$ cat config.mk
export PLATFORM = sky130hd
export DESIGN_NAME = pipeline_hazard_ctrl
export DESIGN_NICKNAME = d
export VERILOG_FILES = /design/src/rtl/pipeline_hazard_ctrl.sv
export SDC_FILE = /design/constraint.sdc
export NUM_CORES = 1
export LEC_CHECK = 0
export CAP_MARGIN = 20
export CORE_MARGIN = 3
export CORE_UTILIZATION = 52
export CTS_BUF_LIST = sky130_fd_sc_hd__clkbuf_4 sky130_fd_sc_hd__clkbuf_8
export DETAILED_ROUTE_END_ITERATION = 6
export DONT_BUFFER_PORTS = 1
export PLACE_DENSITY = 0.67
export SLEW_MARGIN = 15
export SYNTH_ARGS = -nofsm -noshare
export SYNTH_HDL_FRONTEND = slang
export SYNTH_SLANG_ARGS = --single-unit
$ cat constraint.sdc
create_clock -name CLK -period 2.8 [get_ports CLK]
set_input_delay 0.56 -clock CLK [delete_from_list [all_inputs] [get_ports CLK]]
set_output_delay 0.56 -clock CLK [all_outputs]
set_load 0.05 [all_outputs]
$ cat src/rtl/pipeline_hazard_ctrl.sv
// ---------------------------------------------------------------------------
// pipeline_hazard_ctrl
//   Central stall/flush sequencer for a 5-stage RV32I pipeline. It produces
//   the enable and flush controls for the PC, IF/ID, ID/EX, EX/MEM and MEM/WB
//   registers. It handles three cases:
//     - load-use hazards (one-cycle bubble),
//     - taken branches and jumps resolved in EX (flush of the wrong path),
//     - multi-cycle data-memory accesses in MEM (freeze, with a timeout).
//   It also keeps a saturating count of the cycles in which the PC is held.
//
// Handshake: DMEM_REQ follows MEM_REQ. An access completes in the first
//   cycle in which DMEM_REQ and DMEM_READY are both high. Until that cycle the
//   whole pipeline is frozen and a bubble is written into MEM/WB. If
//   TIMEOUT_CYCLES cycles pass in MEM_WAIT without DMEM_READY, the access is
//   abandoned and the sticky BUS_ERR flag is set.
//
// Ports
//   CLK, RESET          clock (rising edge) and asynchronous active-high reset
//   i_id_rs1/2, _used   source registers of the instruction in ID
//   i_ex_rd             destination register of the instruction in EX
//   i_ex_mem_read       the instruction in EX is a load
//   i_ex_branch_taken   EX resolved a taken branch, JAL or JALR
//   i_mem_req           the instruction in MEM accesses data memory
//   i_dmem_ready        data memory completes its access this cycle
//   o_*_en / o_*_flush  pipeline register controls
//   o_dmem_req          request strobe to data memory
//   o_bus_err           sticky memory-timeout flag
//   o_stall_count       saturating count of cycles with o_pc_en = 0
//   o_dbg_state         1 while the FSM is in MEM_WAIT
// ---------------------------------------------------------------------------
module pipeline_hazard_ctrl #(
  parameter int TIMEOUT_CYCLES = 16,
  parameter int CNT_W          = 32
) (
  input  logic             CLK,
  input  logic             RESET,
  input  logic [4:0]       i_id_rs1,
  input  logic [4:0]       i_id_rs2,
  input  logic             i_id_rs1_used,
  input  logic             i_id_rs2_used,
  input  logic [4:0]       i_ex_rd,
  input  logic             i_ex_mem_read,
  input  logic             i_ex_branch_taken,
  input  logic             i_mem_req,
  input  logic             i_dmem_ready,
  output logic             o_pc_en,
  output logic             o_if_id_en,
  output logic             o_if_id_flush,
  output logic             o_id_ex_en,
  output logic             o_id_ex_flush,
  output logic             o_ex_mem_en,
  output logic             o_mem_wb_en,
  output logic             o_mem_wb_flush,
  output logic             o_dmem_req,
  output logic             o_bus_err,
  output logic [CNT_W-1:0] o_stall_count,
  output logic             o_dbg_state
);

  typedef enum logic {ST_RUN = 1'b0, ST_MEM_WAIT = 1'b1} state_t;

  localparam logic [7:0] LP_TIMEOUT = 8'(TIMEOUT_CYCLES);

  state_t           r_state;
  logic [7:0]       r_wait_cnt;
  logic             r_bus_err;
  logic [CNT_W-1:0] r_stall_count;

  logic w_load_use;
  logic w_mem_stall;
  logic w_freeze;
  logic w_timeout;

  assign w_load_use  = i_ex_mem_read && (i_ex_rd != 5'd0) &&
                       ((i_id_rs1_used && (i_id_rs1 == i_ex_rd)) ||
                        (i_id_rs2_used && (i_id_rs2 == i_ex_rd)));
  assign w_mem_stall = i_mem_req && !i_dmem_ready;

  // In MEM_WAIT only DMEM_READY and the wait counter matter. Reaching the
  // timeout releases the pipeline exactly as a late ready would.
  assign w_freeze  = (r_state == ST_RUN) ? w_mem_stall
                                         : (!i_dmem_ready && (r_wait_cnt != LP_TIMEOUT));
  assign w_timeout = (r_state == ST_MEM_WAIT) && !i_dmem_ready &&
                     (r_wait_cnt == LP_TIMEOUT);

  always_comb begin
    o_pc_en        = 1'b1;
    o_if_id_en     = 1'b1;
    o_if_id_flush  = 1'b0;
    o_id_ex_en     = 1'b1;
    o_id_ex_flush  = 1'b0;
    o_ex_mem_en    = 1'b1;
    o_mem_wb_en    = 1'b1;
    o_mem_wb_flush = 1'b0;
    if (RESET) begin
      o_pc_en     = 1'b0;
      o_if_id_en  = 1'b0;
      o_id_ex_en  = 1'b0;
      o_ex_mem_en = 1'b0;
      o_mem_wb_en = 1'b0;
    end else if (w_freeze) begin
      // A branch or load-use seen while frozen is not lost: its inputs stay
      // held by the frozen pipeline and are acted on in the release cycle.
      o_pc_en        = 1'b0;
      o_if_id_en     = 1'b0;
      o_id_ex_en     = 1'b0;
      o_ex_mem_en    = 1'b0;
      o_mem_wb_en    = 1'b0;
      o_mem_wb_flush = 1'b1;
    end else if (i_ex_branch_taken) begin
      // The instruction in ID is on the wrong path, so any load-use it causes
      // is irrelevant.
      o_if_id_flush = 1'b1;
      o_id_ex_flush = 1'b1;
    end else if (w_load_use) begin
      o_pc_en       = 1'b0;
      o_if_id_en    = 1'b0;
      o_id_ex_flush = 1'b1;
    end
  end

  assign o_dmem_req    = i_mem_req && !RESET;
  assign o_bus_err     = r_bus_err;
  assign o_stall_count = r_stall_count;
  assign o_dbg_state   = (r_state == ST_MEM_WAIT);

  always_ff @(posedge CLK or posedge RESET) begin
    if (RESET) begin
      r_state       <= ST_RUN;
      r_wait_cnt    <= 8'd0;
      r_bus_err     <= 1'b0;
      r_stall_count <= '0;
    end else begin
      case (r_state)
        ST_RUN: begin
          if (w_mem_stall) begin
            r_state    <= ST_MEM_WAIT;
            r_wait_cnt <= 8'd1;
          end
        end
        ST_MEM_WAIT: begin
          if (i_dmem_ready || w_timeout) begin
            r_state    <= ST_RUN;
            r_wait_cnt <= 8'd0;
            if (w_timeout) r_bus_err <= 1'b1;
          end else begin
            r_wait_cnt <= r_wait_cnt + 8'd1;
          end
        end
        default: begin
          r_state    <= ST_RUN;
          r_wait_cnt <= 8'd0;
        end
      endcase
      if (!o_pc_en && (r_stall_count != {CNT_W{1'b1}}))
        r_stall_count <= r_stall_count + {{(CNT_W-1){1'b0}}, 1'b1};
    end
  end

endmodule

== Word-level counts from Yosys, hierarchy flattened ==
Cells that the tools add are included.
Cells by class
  $add $sub $neg: 2
  multiply operators: 0
  div/mod/pow operators: 0
  order comparisons: 0
  equality and inequality tests: 6
  shift operators: 0
  multiplexer cells: 22
  bitwise operators: 1
  reductions and logical operators: 17
Operator list (count)
  adder 32 x 1 -> 32 bit (second input constant): 1
  inequality test 32 bit (second input constant): 1
  two-way mux 1 bit: 18
  two-way mux 8 bit: 2
  one-hot mux 8 bit (2 select lines): 1
  == test 5 bit: 2
  logical AND 1 bit: 10
  adder 8 x 1 -> 8 bit (second input constant): 1
  == test 8 x 5 -> 1 bit (second input constant): 1
  inequality test 8 x 5 -> 1 bit (second input constant): 1
  nonzero test 5 bit: 1
  logical NOT 1 bit: 3
  AND reduction 3 bit: 1
  logical OR 1 bit: 2
  inequality test 2 bit (second input constant): 1
  one-hot mux 1 bit (2 select lines): 1
  NOT 1 bit: 1
Storage, ports and cells
  register bits after elaboration: 42
  latch bits: 0
  RAM bits: 0
  bits in read-only memories: 0
  input port bits: 23
  output and inout bits: 43
  logic and storage cells: 52
  memories: 0

== Depth between registers and ports, before layout ==
  depth after elaboration: 10
  depth in mapped cells: 10
  gate-level depth less buffers: 9

== Least setup slack after synthesis ==
No wires, ideal clock.
  path kind: register -> output
  start: reg r_state, in the netlist o_dbg_state
  end: out o_pc_en
  data arrival time: 2556 ps
  required time: 2240 ps
  slack: -316 ps
  stages on the path, launching flop included: 8
  buffers on the path: 2
  cells stage by stage: dfrtp_1 > or4bb_1 > o221a_2 > nor2_4 > o31ai_4 > inv_2 > buf_2 > buf_4
Between the ends
  word-level cells in the longest chain between the ends: 3
RTL lines
  from (decl): RTL line 64  | state_t r_state;
  from (signal assigned): RTL line 129  | r_state <= ST_RUN;
  from (signal assigned): RTL line 137  | r_state <= ST_MEM_WAIT;
  from (signal assigned): RTL line 143  | r_state <= ST_RUN;
  two-way mux 1 bit: RTL line 81  | assign w_freeze = (r_state == ST_RUN) ? w_mem_stall
  two-way mux 1 bit (2 in a row)
  to (decl): RTL line 46  | output logic o_pc_en,
Every way passes these cells.

== Worst setup path after layout ==
  start: reg r_wait_cnt[0]
  end: out o_if_id_en
Between the ends
  word-level cells in the longest chain between the ends: 5
RTL lines
  from (decl): RTL line 65  | logic [7:0] r_wait_cnt;
  from (signal assigned): RTL line 147  | r_wait_cnt <= r_wait_cnt + 8'd1;
  inequality test 8 x 5 -> 1 bit: RTL line 82  | : (!i_dmem_ready && (r_wait_cnt != LP_TIMEOUT));
  logical AND 1 bit: RTL line 82
  two-way mux 1 bit: RTL line 81
  two-way mux 1 bit: RTL line 101  | end else if (w_freeze) begin
  two-way mux 1 bit: RTL line 95  | if (RESET) begin
  to (decl): RTL line 47  | output logic o_if_id_en,
Every way passes these cells.

==> flow_summary.yaml <==
status:
  status: "finished clean"
power:
  pwr-share-clk: 0.219
  p_switching_mw: 0.732
  internal-power_mw: 1.11
  pwr-share-seq: 0.408
  vdd_drop_max_mv: 0.652
  p_leak_nw: 1.26
  swShare: 0.397
  total_power_mw: 1.84
  p_per_area_nw_per_um2: 646
  pwr-share-comb: 0.373
synthesis:
  synth-edff-count: 0
  ys_types: 44
  async_reset_ff_frac: 1.00
  syn_area_sq_um: 2360
  syn-instance-count: 227
  avgSynthCellArea_sq_um: 10.4
  synth_warnings: 0
  syn-num-nets: 253
  synth_seq_cells: 42
  ys.flop_type: "dfrtp_1"
  yosysSeqAreaShare: 0.445
sta:
  timing.fmax_mhz: 367
  rsz0062_at_grt: "yes"
  setup_viol: 0
  hold_violations: 0
  final_max_slew_viol_count: 0
  fin_hold_ws_ns: 0.305
  fin_crit_sh: 0.974
  fin_ws_ns: 0.0737
  fin_crit_ns: 2.73
  finalClockSkew_ns: 0.00472
  worstMarginPinSlew_ns: 0.676
  slew_headroom: 0.543
detailed_routing:
  postRouteAntennaNets: 0
  met1Wirelength_um: 2300
  via_per_inst: 6.05
  routed_wl_um: 5470
  routed-wl-met3_um: 421
  first_pass_iters: 4
  top_layer_used: "met4"
  avgRoutedWirePerCell_um: 17.3
  drt_iter0_drc: 129
  dr_total_vias: 1919
  drc_errors: 0
  routed-wl-met2_um: 2730
die:
  io_pins: 66
  die_width_um: 73.4
  start_util: 0.562
  core_area_sq_um: 4200
  dieHeight_um: 73.4
  die-area_sq_um: 5390
  num_rows: 23
setup_path:
  cp-start-kind: "register"
  r2r_slack_ns: 0.34
  worstSetupEndpointType: "output port"
  reg2reg_depth: 8
  cpMostUsedCell: "inv_2"
  crit_fanout: 4
  worstSetupPathType: "register to output port"
  cp_num_buf_inv: 3
  crit_path_max_incr_delay_ns: 0.47
  required_ns: 2.24
  critical_path.slowest_cell: "or4b_4"
  timing.rr.end: "r_wait_cnt[4]$_DFFE_PP0P_"
  arrival_ns: 2.17
  crit_family: "simple AND/OR/NAND/NOR gates"
  rr_startpoint: "r_wait_cnt[0]$_DFFE_PP0P_"
  crit_chain: "inv_2 -> ha_4 -> or4b_4 -> o221a_4 -> nor2_4 -> o31ai_4 -> inv_2 -> buf_12"
cells_and_area:
  diodes: 0
  nets: 292
  area_growth_pct: 20.7
  drive_gt1_frac: 0.266
global_route:
  antenna_found_initial: 0
  grt_max_degree: 43
  grt_pass1_wl_um: 9200
  grt_pass1_vias: 2005
  track_usage: 0.219
  gr-total-overflow: 0
cts:
  clockBufferDepth: 2
  root_buffer: "clkbuf_8"
  clk_pin_slew_worst_paths_ns: 0.07
  clock-sinks: 42
  numCtsBuffers: 5
  insertion_delay_ns: 0.29
  cts.htree.levels: 2
  cts_tree: "built"
placement:
  port_buffers: 0
  dp_hpwl_um: 4280
  globalplace.congestion: 0.821
  pre_cts_ws_ns: 0.284
run:
  cap_violations: 0
hold_path:
  hold_class: "input port to asynchronous set/reset pin"
==> layout by cell type (no fill, tap or decap), drive strengths merged <==
cell type,count
a21o,1
a21oi,2
a22o,1
a31o,1
a32oi,1
and2,7
and3,10
and4,3
buf,40
clkbuf,7
clkinv,1
dfrtp,42
ha,3
inv,5
mux2,1
nand2,11
nand3,17
nand4,17
nor2,10
nor2b,1
nor3,12
nor4,8
nor4b,3
o21a,1
o21ai,8
o221a,1
o31a,1
o31ai,3
or2,1
or3,2
or4,1
or4b,1
or4bb,1
xnor2,18
xor2,25
==> how the worst max path moves through the flow <==
| stage | start | endpoint | depth (start not counted) |
|---|---|---|---|
| floorplan | r_wait_cnt[0]$_DFFE_PP0P_ | o_pc_en | 9 |
| global placement | r_wait_cnt[0]$_DFFE_PP0P_ | o_id_ex_en | 6 |
| detailed placement | r_wait_cnt[0]$_DFFE_PP0P_ | o_ex_mem_en | 6 |
| CTS | r_wait_cnt[0]$_DFFE_PP0P_ | o_ex_mem_en | 6 |
| global route | r_wait_cnt[1]$_DFFE_PP0P_ | o_pc_en | 8 |
| finish | r_wait_cnt[0]$_DFFE_PP0P_ | o_if_id_en | 8 |
==> registers in the layout (all words and copies together) (netlist names) <==
register and count:
o_bus_err 1, o_dbg_state 1, o_stall_count 32, r_wait_cnt 8
==> synthesized netlist by cell type, types with 2 or more instances <==
library cell	count	area, sq um
ha_1	3	37.5
nand3_1	17	85.1
nand2_1	11	41.3
clkbuf_1	3	11.3
nand4_1	16	100
inv_1	4	15.0
buf_4	3	22.5
and4_1	3	26.3
nor2_1	9	33.8
and3_1	10	62.6
o31ai_1	2	15.0
dfrtp_1	42	1050
nor4_1	4	25.0
xor2_1	25	219
nor4_2	4	50.1
xnor2_2	2	32.5
a21oi_1	2	10.0
xnor2_1	16	140
nor4b_2	2	30.0
nor3_1	12	60.1
and2_1	6	37.5
or3_4	2	22.5
o21ai_0	8	40.0
==> power by group through the flow <==
stage	sequential, mW	clock [mW]	combinational (mW)
floorplan	1.03	0	0.223
global placement	0.758	0	0.650
detailed placement	0.764	0	0.674
CTS	0.752	0.415	0.679
global route	0.758	0.444	0.732
finish	0.752	0.403	0.687
==> cell families after synthesis <==
| logic type | after synthesis | synth area share |
|---|---|---|
| xor gates and xnor gates | 43 | 0.166 |
| DFF | 42 | 0.445 |
| and+or+nand+nor | 105 | 0.277 |
| AOI/OAI and AO/OA | 20 | 0.0625 |
| adders and majority gates | 3 | 0.0159 |
| buffers and inverters | 13 | 0.0291 |
| muxes | 1 | 0.00477 |
==> worst register-to-register path, cell delays in order, from the launching register on <==
cell and delay, ns:
dfrtp_1 0.40, inv_2 0.08, ha_4 0.11, or4b_4 0.47
nor4b_1 0.63, nor2_1 0.24, and2_1 0.19, o21ai_0 0.14
o31ai_1 0.09
==> what timing repair did <==
action	4_1_cts	5_1_grt
resized for setup	2	5
pin swaps	0	3
cloned	0	0
buffers inserted	0	3
setup endpoints to repair	5	7
hold buffers	0	0
==> per-stage QoR <==
stage                     setup TNS (ns)  cells  utilization  instance area, sq um
after CTS                              0    314        0.669                  2810
after global routing            -0.00526    317        0.678                  2850
after global placement                 0    306        0.644                  2700
after floorplan                        0    227            -                  2390
after detailed placement               0    306        0.644                  2700
final                                  0    317        0.678                  2850
==> routing by layer <==
metal,vias up,global-route usage
li1,894,-
met1,955,0.284
met5,-,0
met3,2,0.0739
met4,0,0.0483
met2,68,0.355
==> cell type report <==
cell class	count	area [sq um]
fillers	342	1350
multi-input cells	172	1270
flip-flops and latches	42	1050
repair buffers	40	354
clock buffers	7	90.1
well taps	50	62.6
inverters	5	18.8
clock inverters	1	5.00
No activity file was read; power rests on OpenSTA's default activity.
